<file path="src/rtl/rx_chan_packer.sv">
// RX channel packer: snapshots up to NCHAN 16-bit channels on each strobe and streams them as framed 16-bit words.
// Define RX_CHAN_PACKER_OVRCNT_EN to add the saturating dropped-strobe counter output ovr_count.
module rx_chan_packer #(
    parameter int NCHAN = 8,
    parameter int CW    = 4
) (
    input  logic                  clock,
    input  logic                  reset,
    input  logic                  strobe,
    input  logic [CW-1:0]         nchan,
    input  logic                  bw8,
    input  logic [16*NCHAN-1:0]   din,
    output logic [15:0]           out_data,
    output logic                  out_valid,
    output logic                  out_first,
    output logic                  out_last,
    input  logic                  out_ready,
    input  logic                  clear_status,
    output logic                  overrun,
`ifdef RX_CHAN_PACKER_OVRCNT_EN
    output logic [15:0]           ovr_count,
`endif
    output logic                  busy
);
    // state | meaning
    // IDLE  | waiting for a strobe with a non-zero channel count
    // EMIT  | streaming words of the shadowed sample set
    typedef enum logic {IDLE, EMIT} state_t;

    localparam logic [CW-1:0] NMAX = CW'(NCHAN);

    state_t              state, state_nxt;
    logic [16*NCHAN-1:0] sh_din;
    logic [CW-1:0]       sh_n, sh_words, w;
    logic                sh_bw8;
    logic [CW-1:0]       n_eff, n_words;
    logic                emitting, xfer, last_word, final_xfer, start_ok, load, drop;
    logic [15:0]         ch_w, ch_lo, ch_hi, word8;
    logic                hi_valid;

    function automatic logic [7:0] rnd8(input logic [15:0] x);
        return x[15:8] + {7'b0, x[15] & (|x[7:0])};
    endfunction

    assign n_eff      = (nchan > NMAX) ? NMAX : nchan;
    assign n_words    = bw8 ? ((n_eff >> 1) + {{(CW-1){1'b0}}, n_eff[0]}) : n_eff;
    assign emitting   = (state == EMIT);
    assign xfer       = emitting && out_ready;
    assign last_word  = (w == sh_words - CW'(1));
    assign final_xfer = xfer && last_word;
    assign start_ok   = strobe && (n_eff != '0);
    // A strobe coinciding with the final transfer chains straight into the next frame.
    assign load       = start_ok && (!emitting || final_xfer);
    assign drop       = start_ok && emitting && !final_xfer;

    always_ff @(posedge clock) begin
        if (reset) state <= IDLE;
        else       state <= state_nxt;
    end

    always_comb begin
        state_nxt = state;
        case (state)
            IDLE: if (load) state_nxt = EMIT;
            EMIT: if (final_xfer && !load) state_nxt = IDLE;
            default: state_nxt = IDLE;
        endcase
    end

    always_ff @(posedge clock) begin
        if (reset) begin
            sh_din   <= '0;
            sh_n     <= '0;
            sh_words <= '0;
            sh_bw8   <= 1'b0;
            w        <= '0;
            overrun  <= 1'b0;
        end else begin
            if (load) begin
                sh_din   <= din;
                sh_n     <= n_eff;
                sh_words <= n_words;
                sh_bw8   <= bw8;
                w        <= '0;
            end else if (xfer) begin
                w <= w + CW'(1);
            end
            if (drop)              overrun <= 1'b1;
            else if (clear_status) overrun <= 1'b0;
        end
    end

`ifdef RX_CHAN_PACKER_OVRCNT_EN
    always_ff @(posedge clock) begin
        if (reset)                   ovr_count <= '0;
        else if (drop && clear_status) ovr_count <= 16'd1;
        else if (drop)               ovr_count <= (ovr_count == 16'hFFFF) ? ovr_count : ovr_count + 16'd1;
        else if (clear_status)       ovr_count <= '0;
    end
`endif

    always_comb begin
        ch_w  = '0;
        ch_lo = '0;
        ch_hi = '0;
        for (int k = 0; k < NCHAN; k++) begin
            if (k == int'(w))         ch_w  = sh_din[16*k +: 16];
            if (k == 2*int'(w))       ch_lo = sh_din[16*k +: 16];
            if (k == 2*int'(w) + 1)   ch_hi = sh_din[16*k +: 16];
        end
    end

    assign hi_valid = (2*int'(w) + 1) < int'(sh_n);
    assign word8    = {hi_valid ? rnd8(ch_hi) : 8'h00, rnd8(ch_lo)};

    always_comb begin
        out_valid = emitting;
        busy      = emitting;
        out_first = emitting && (w == '0);
        out_last  = emitting && last_word;
        out_data  = emitting ? (sh_bw8 ? word8 : ch_w) : 16'h0000;
    end
endmodule
</file>
<file path="config.mk">
export PLATFORM = sky130hd
export DESIGN_NAME = rx_chan_packer
export DESIGN_NICKNAME = d
export VERILOG_FILES = /design/src/rtl/rx_chan_packer.sv
export SDC_FILE = /design/constraint.sdc
export NUM_CORES = 1
export LEC_CHECK = 0
export CAP_MARGIN = 15
export CORE_ASPECT_RATIO = 1.1
export CORE_UTILIZATION = 52
export CTS_CLUSTER_DIAMETER = 200
export DETAILED_ROUTE_END_ITERATION = 6
export GPL_ROUTABILITY_DRIVEN = 1
export HOLD_SLACK_MARGIN = 0.05
export PLACE_DENSITY = 0.89
export REMOVE_ABC_BUFFERS = 1
export SKIP_CTS_REPAIR_TIMING = 1
export SYNTH_ARGS = -nofsm -noshare
export SYNTH_HDL_FRONTEND = slang
export SYNTH_SLANG_ARGS = --single-unit
</file>
<file path="constraint.sdc">
create_clock -name clock -period 5.4 [get_ports clock]
set_input_delay 1.62 -clock clock [delete_from_list [all_inputs] [get_ports clock]]
set_output_delay 1.62 -clock clock [all_outputs]
set_load 0.01 [all_outputs]
</file>
Word-level counts from Yosys, hierarchy flattened
Cells that the tools add are included.
Operators by class
  $lt $le $gt $ge: 2
  reduce and logical (&&, ||, !) cells: 22
  multiplexer cells: 30
  bitwise logic cells: 3
  equal/unequal tests: 15
  add/subtract/negate cells: 6
Operators by type and width (number)
  $mux W16: 22
  $eq A4 B32 Y1 const A: 4
  $eq A3 B32 Y1 const A: 2
  $logic_not A32 Y1: 2
  $eq A2 B32 Y1 const A: 1
  $add A8 B1 Y8: 2
  $eq A4 B4 Y1 const A: 4
  $reduce_or A8 Y1: 2
  $logic_and A1 B1 Y1: 9
  $eq A3 B4 Y1 const A: 2
  $logic_not A4 Y1: 2
  $mux W4: 2
  $mux W8: 1
  $add A5 B1 Y6 const B: 1
  $lt A6 B4 Y1: 1
  $add A3 B1 Y4: 1
  $add A4 B1 Y4 const B: 1
  $eq A2 B4 Y1 const A: 1
  $eq A4 B4 Y1: 1
  $gt A4 B4 Y1 const B: 1
  $mux W1: 4
  $reduce_bool A4 Y1: 1
  $sub A4 B1 Y4 const B: 1
  $logic_not A1 Y1: 3
  6 further kinds: 7
Storage, ports and cells
  bits in registers: 143
  input port bits: 138
  logic and storage cells: 85
  output and inout port bits: 21

Depth between registers and ports, before layout
Gate-level depths: netlist of the first run.
  depth after elaboration: 16
  mapped depth: 19
  mapped depth without buffers: 14

Least setup slack after synthesis of the first run
Ideal clock, no wire load.
  path type: flip-flop to output port
  from: reg w[1]
  to: out out_data[15]
  path buffers: 4
  data arrival time: 3115 ps
  data required time: 3780 ps
  slack: 665 ps
  stages on the path, launching flop included: 19
  cells stage by stage: dfxtp_1 inv_1 ha_1 buf_4 buf_4 buf_2 buf_2 nand3b_1 a21oi_1 a21oi_1 nor2_1 a21oi_1 nor2_1 ha_1 nand2_1 a311o_1 nor4_4 mux2i_1 a311oi_1
On the way
  word-level cells in the longest chain between the ends: 16
  elaborated cells on any way between the ends: 40
  classes of those cells: add/sub: 2; order compare: 1; eq/ne: 14; mux: 19; bitwise: 1; reduce/logical: 3
RTL lines
  start: declaration: RTL line 34  | logic [CW-1:0] sh_n, sh_words, w;
  start signal: assignment: RTL line 86  | w <= w + CW'(1);
  $add A5 B1 Y6: RTL line 109, 113
  $logic_not A32 Y1: RTL line 109  | if (k == 2*int'(w) + 1) ch_hi = sh_din[16*k +: 16];
  $mux W16 (8 in series): RTL line 109
  $reduce_or A8 Y1: RTL line 42  | return x[15:8] + {7'b0, x[15] & (|x[7:0])};
  $and A1 B1 Y1: RTL line 42
  $add A8 B1 Y8: RTL line 42
  $mux W8: RTL line 114  | assign word8 = {hi_valid ? rnd8(ch_hi) : 8'h00, rnd8(ch_lo)};
  $mux W16 (*) (2 in series): RTL line 121  | out_data = emitting ? (sh_bw8 ? word8 : ch_w) : 16'h0000;
  end: declaration: RTL line 13  | output logic [15:0] out_data,
Every way passes the cells marked *; elsewhere a longest branch is shown, timed or not.

Final worst setup path of the first run
  from: reg w[1]
  to: out out_data[5]
On the way
  word-level cells in the longest chain between the ends: 11
  elaborated cells on any way between the ends: 26
  classes of those cells: add/sub: 1; eq/ne: 7; mux: 14; bitwise: 1; reduce/logical: 3
RTL lines (RTL line)
  parallel branches: the longest is 9 deep, another holds $add A8 B1 Y8
  $mux W16 (*) (2 in series): 121
Mark *: on every way between the ends.

==> results.py, run 1 <==
metrics = {
    "global_routing": {
        "antenna_found_initial": 0,
        "grt_pass1_vias": 7918,
        "grt.total_usage": 0.315,
        "grt_pass1_wl_mm": 38.3,
        "grt_max_degree": 100,
        "grt.overflow.total": 0,
    },
    "final_layout": {
        "syn_to_final_growth_pct": 29.2,
        "layout-drive-gt1-share": 0.0791,
        "most-common-layout-cells": "nand2_1, a21oi_1, clkdlybuf4s50_1, dfxtp_1, nor2_1",
        "mostFrequentLayoutCell": "nand2_1",
        "antenna_cells": 0,
        "stdcell_area_mm2": 0.0101,
        "fin_nets": 1341,
    },
    "floorplan": {
        "fp-row-count": 46,
        "initial_core_util": 0.539,
        "coreArea_mm2": 0.0146,
        "ioPinCount": 159,
        "die_h_um": 131,
        "die_w_um": 119,
        "dieArea_mm2": 0.0156,
    },
    "cts": {
        "clock_path_buffers": 2,
        "numCtsBuffers": 17,
        "htree_levels": 4,
        "worstSkewPairLatency_ns": 0.44,
        "root_buffer": "clkbuf_16",
        "tritoncts": "built",
        "cts_sinks": 142,
        "clk_pin_slew_ns": 0.06,
    },
    "detailed_routing": {
        "routed.top_layer": "met4",
        "wl_met2_mm": 11.6,
        "wl_per_cell_um": 17.6,
        "wl_met1_mm": 9.79,
        "drt_iter0_markers": 926,
        "drc": 0,
        "dr.pass1.iters": 7,
        "ant_nets": 0,
        "routed_wl_mm": 24.6,
        "routed_via_density": 6.06,
        "wl_met3_mm": 2.10,
        "vias": 8446,
    },
    "hold_path": {
        "holdPathEnd": "sh_n[2]",
        "hold_path_depth": 2,
        "hold_path_class": "reg -> reg",
        "hp-start": "sh_n[2]",
    },
    "placement": {
        "dp_slack_ns": 0.218,
        "place_area_mm2": 0.00944,
        "globalplace.congestion": 0.958,
        "dp_hpwl_mm": 17.1,
        "io_buffers": 158,
    },
    "setup_path": {
        "slowest_delay_ns": 0.59,
        "path_class": "reg -> out",
        "cpMaxStageDelayCell": "clkdlybuf4s50_1",
        "rr_worst_depth": 8,
        "regToRegSetupSlack_ns": 2.32,
        "critical_path.cell_chain": "inv_2 -> ha_4 -> buf_8 -> nor2b_1 -> buf_4 -> a221oi_1 -> nor3_1 -> a21oi_1 -> nor2_1 -> ha_1 -> o211ai_1 -> nor3_2 -> xor2_1 -> a211oi_2 -> clkdlybuf4s50_1",
        "critPathRequiredTime_ns": 3.78,
        "cp-end-kind": "primary output",
        "worstReg2RegEnd": "sh_din[16]",
        "critPathArrivalTime_ns": 3.68,
        "start_kind": "flop",
        "rr_startpoint": "w[2]",
        "cp_max_fo": 25,
    },
    "flow_run": {
        "cap_viol_max_count": 0,
    },
    "power_and_ir_drop": {
        "ir_worst_vdd_mv": 0.244,
        "power_density_mw_per_mm2": 280,
        "p_leak_uw": 0.00368,
    },
    "synth": {
        "netlist_instances": 1075,
        "synth_flop_cell": "dfxtp_1",
        "synth-seq-area-share": 0.362,
        "ys_warn_count": 0,
        "ys_async_sr_fraction": 0,
        "synth_edf_count": 0,
        "synth_seq_cells": 142,
        "syn_avg_cell_area_um2": 7.30,
        "syn_area_mm2": 0.00785,
        "yosysUniqueCellTypes": 73,
    },
    "sta": {
        "slew_headroom": 0.323,
        "finClkSkew_ns": 0.0127,
        "tightestPinTransition_ns": 1.01,
        "final.min_clock_period_ns": 5.30,
        "tns_ns": 0,
        "setup_ws_ns": 0.0974,
        "setup_violations": 0,
        "hold_viol_final": 0,
        "slew_viol_final": 0,
        "fmax_mhz": 189,
        "post-route-period-util": 0.982,
        "rsz0062_at_grt": "true",
    },
    "outcome": {
        "status": "completed",
    },
}
## worst max-delay path, delay by kind of cell (launching register included)
family / cells / cell delay (ns)
simple gates: 4 / 0.66
xor+xnor: 1 / 0.15
fa+ha+maj: 2 / 0.37
flops: 1 / 0.40
compound gates: 4 / 0.59
buf+inv: 4 / 1.08
## flip-flops by register name, summed over array words and instances, names as in the netlist
register	cells
sh_n	3
sh_din	128
sh_bw8	1
w	4
sh_words	4
overrun	1
busy	1
## worst max path at each step
| stage | startpoint | end | slack, ns | cells after the start |
|---|---|---|---|---|
| after floorplan | nchan[3] | sh_words[2] | -1.50 | 7 |
| after global placement | w[1] | out_data[5] | 0.34 | 15 |
| after detailed placement | w[0] | out_data[15] | 0.22 | 13 |
| after CTS | w[0] | out_data[15] | -0.26 | 13 |
| after global routing | w[1] | out_data[5] | -0.09 | 15 |
| final | w[1] | out_data[5] | 0.1 | 15 |
## synth_stat cells, types with 4 or more instances
master     number  area [um^2]
nand2_1       313         1170
a21oi_1       184          921
dfxtp_1       142         2840
buf_2          48          240
nor2_1         38          143
o21ai_0        31          155
clkbuf_1       27          101
inv_1          23         86.3
a221oi_1       20          175
nor3_1         17         85.1
nor4_1         17          106
ha_1           14          175
xnor2_1        13          114
nand3_1        12         60.1
nand3b_1       12         90.1
a211oi_1        9         67.6
and3_1          9         56.3
buf_4           9         67.6
a31oi_1         8         50.1
and2_1          8         50.1
nor2b_1         8         50.1
a311oi_1        6         52.6
o22ai_1         6         37.5
xor2_1          6         52.6
a21o_1          5         37.5
buf_6           5         56.3
nand2b_1        5         31.3
o211ai_1        5         37.5
o2111ai_1       4         35.0
o21a_1          4         30.0
o21ai_1         4         20.0
o31ai_1         4         30.0
## cell type report
cell class	count	area [um^2]
Fill cell	1137	4420
Clock buffer	21	460
Multi-Input combinational cell	816	4530
Tap cell	192	240
Clock inverter	10	139
Sequential cell	142	2850
Inverter	26	103
Timing Repair Buffer	186	1820
## metrics by stage
step            util  cells  power [uW]  hold WS [ns]
2_1_floorplan      -    984        1430         0.430
3_3_place_gp   0.648   1362        1640         0.444
3_5_place_dp   0.648   1362        1660         0.447
4_1_cts        0.689   1393        2840         0.455
5_1_grt        0.697   1393        2950         0.488
6_report       0.697   1393        2840         0.454
## per-layer routing
layer / vias to the layer above / global-route usage
li1: 3966 / -
met1: 3855 / 0.376
met2: 507 / 0.521
met3: 118 / 0.0707
met4: 0 / 0.191
met5: - / 0
## report_power, final
group	internal [uW]	switching [uW]
clock network	746	444
logic	229	251
registers	1110	64.0
total	2090	759
## kinds of logic after synthesis
| family | after synthesis | share of synthesized area |
|---|---|---|
| and+or+nand+nor | 452 | 0.253 |
| DFF | 142 | 0.362 |
| AOI/OAI and AO/OA | 326 | 0.259 |
| xor gates and xnor gates | 19 | 0.0212 |
| buffers and inverters | 117 | 0.0727 |
| adders and majority gates | 14 | 0.0223 |
| muxes | 5 | 0.00972 |
(Power assumes the default switching activity.)
==> run 2: changes to the inputs <==
--- a/config.mk
+++ b/config.mk
@@ -5,7 +5,7 @@
 export SDC_FILE = /design/constraint.sdc
 export NUM_CORES = 1
 export LEC_CHECK = 0
-export CAP_MARGIN = 15
+export CAP_MARGIN = 20
 export CORE_ASPECT_RATIO = 1.1
 export CORE_UTILIZATION = 52
 export CTS_CLUSTER_DIAMETER = 200
==> results of run 2 <==
Same layout as run 1: the final DEF is identical, and so are final timing and power.
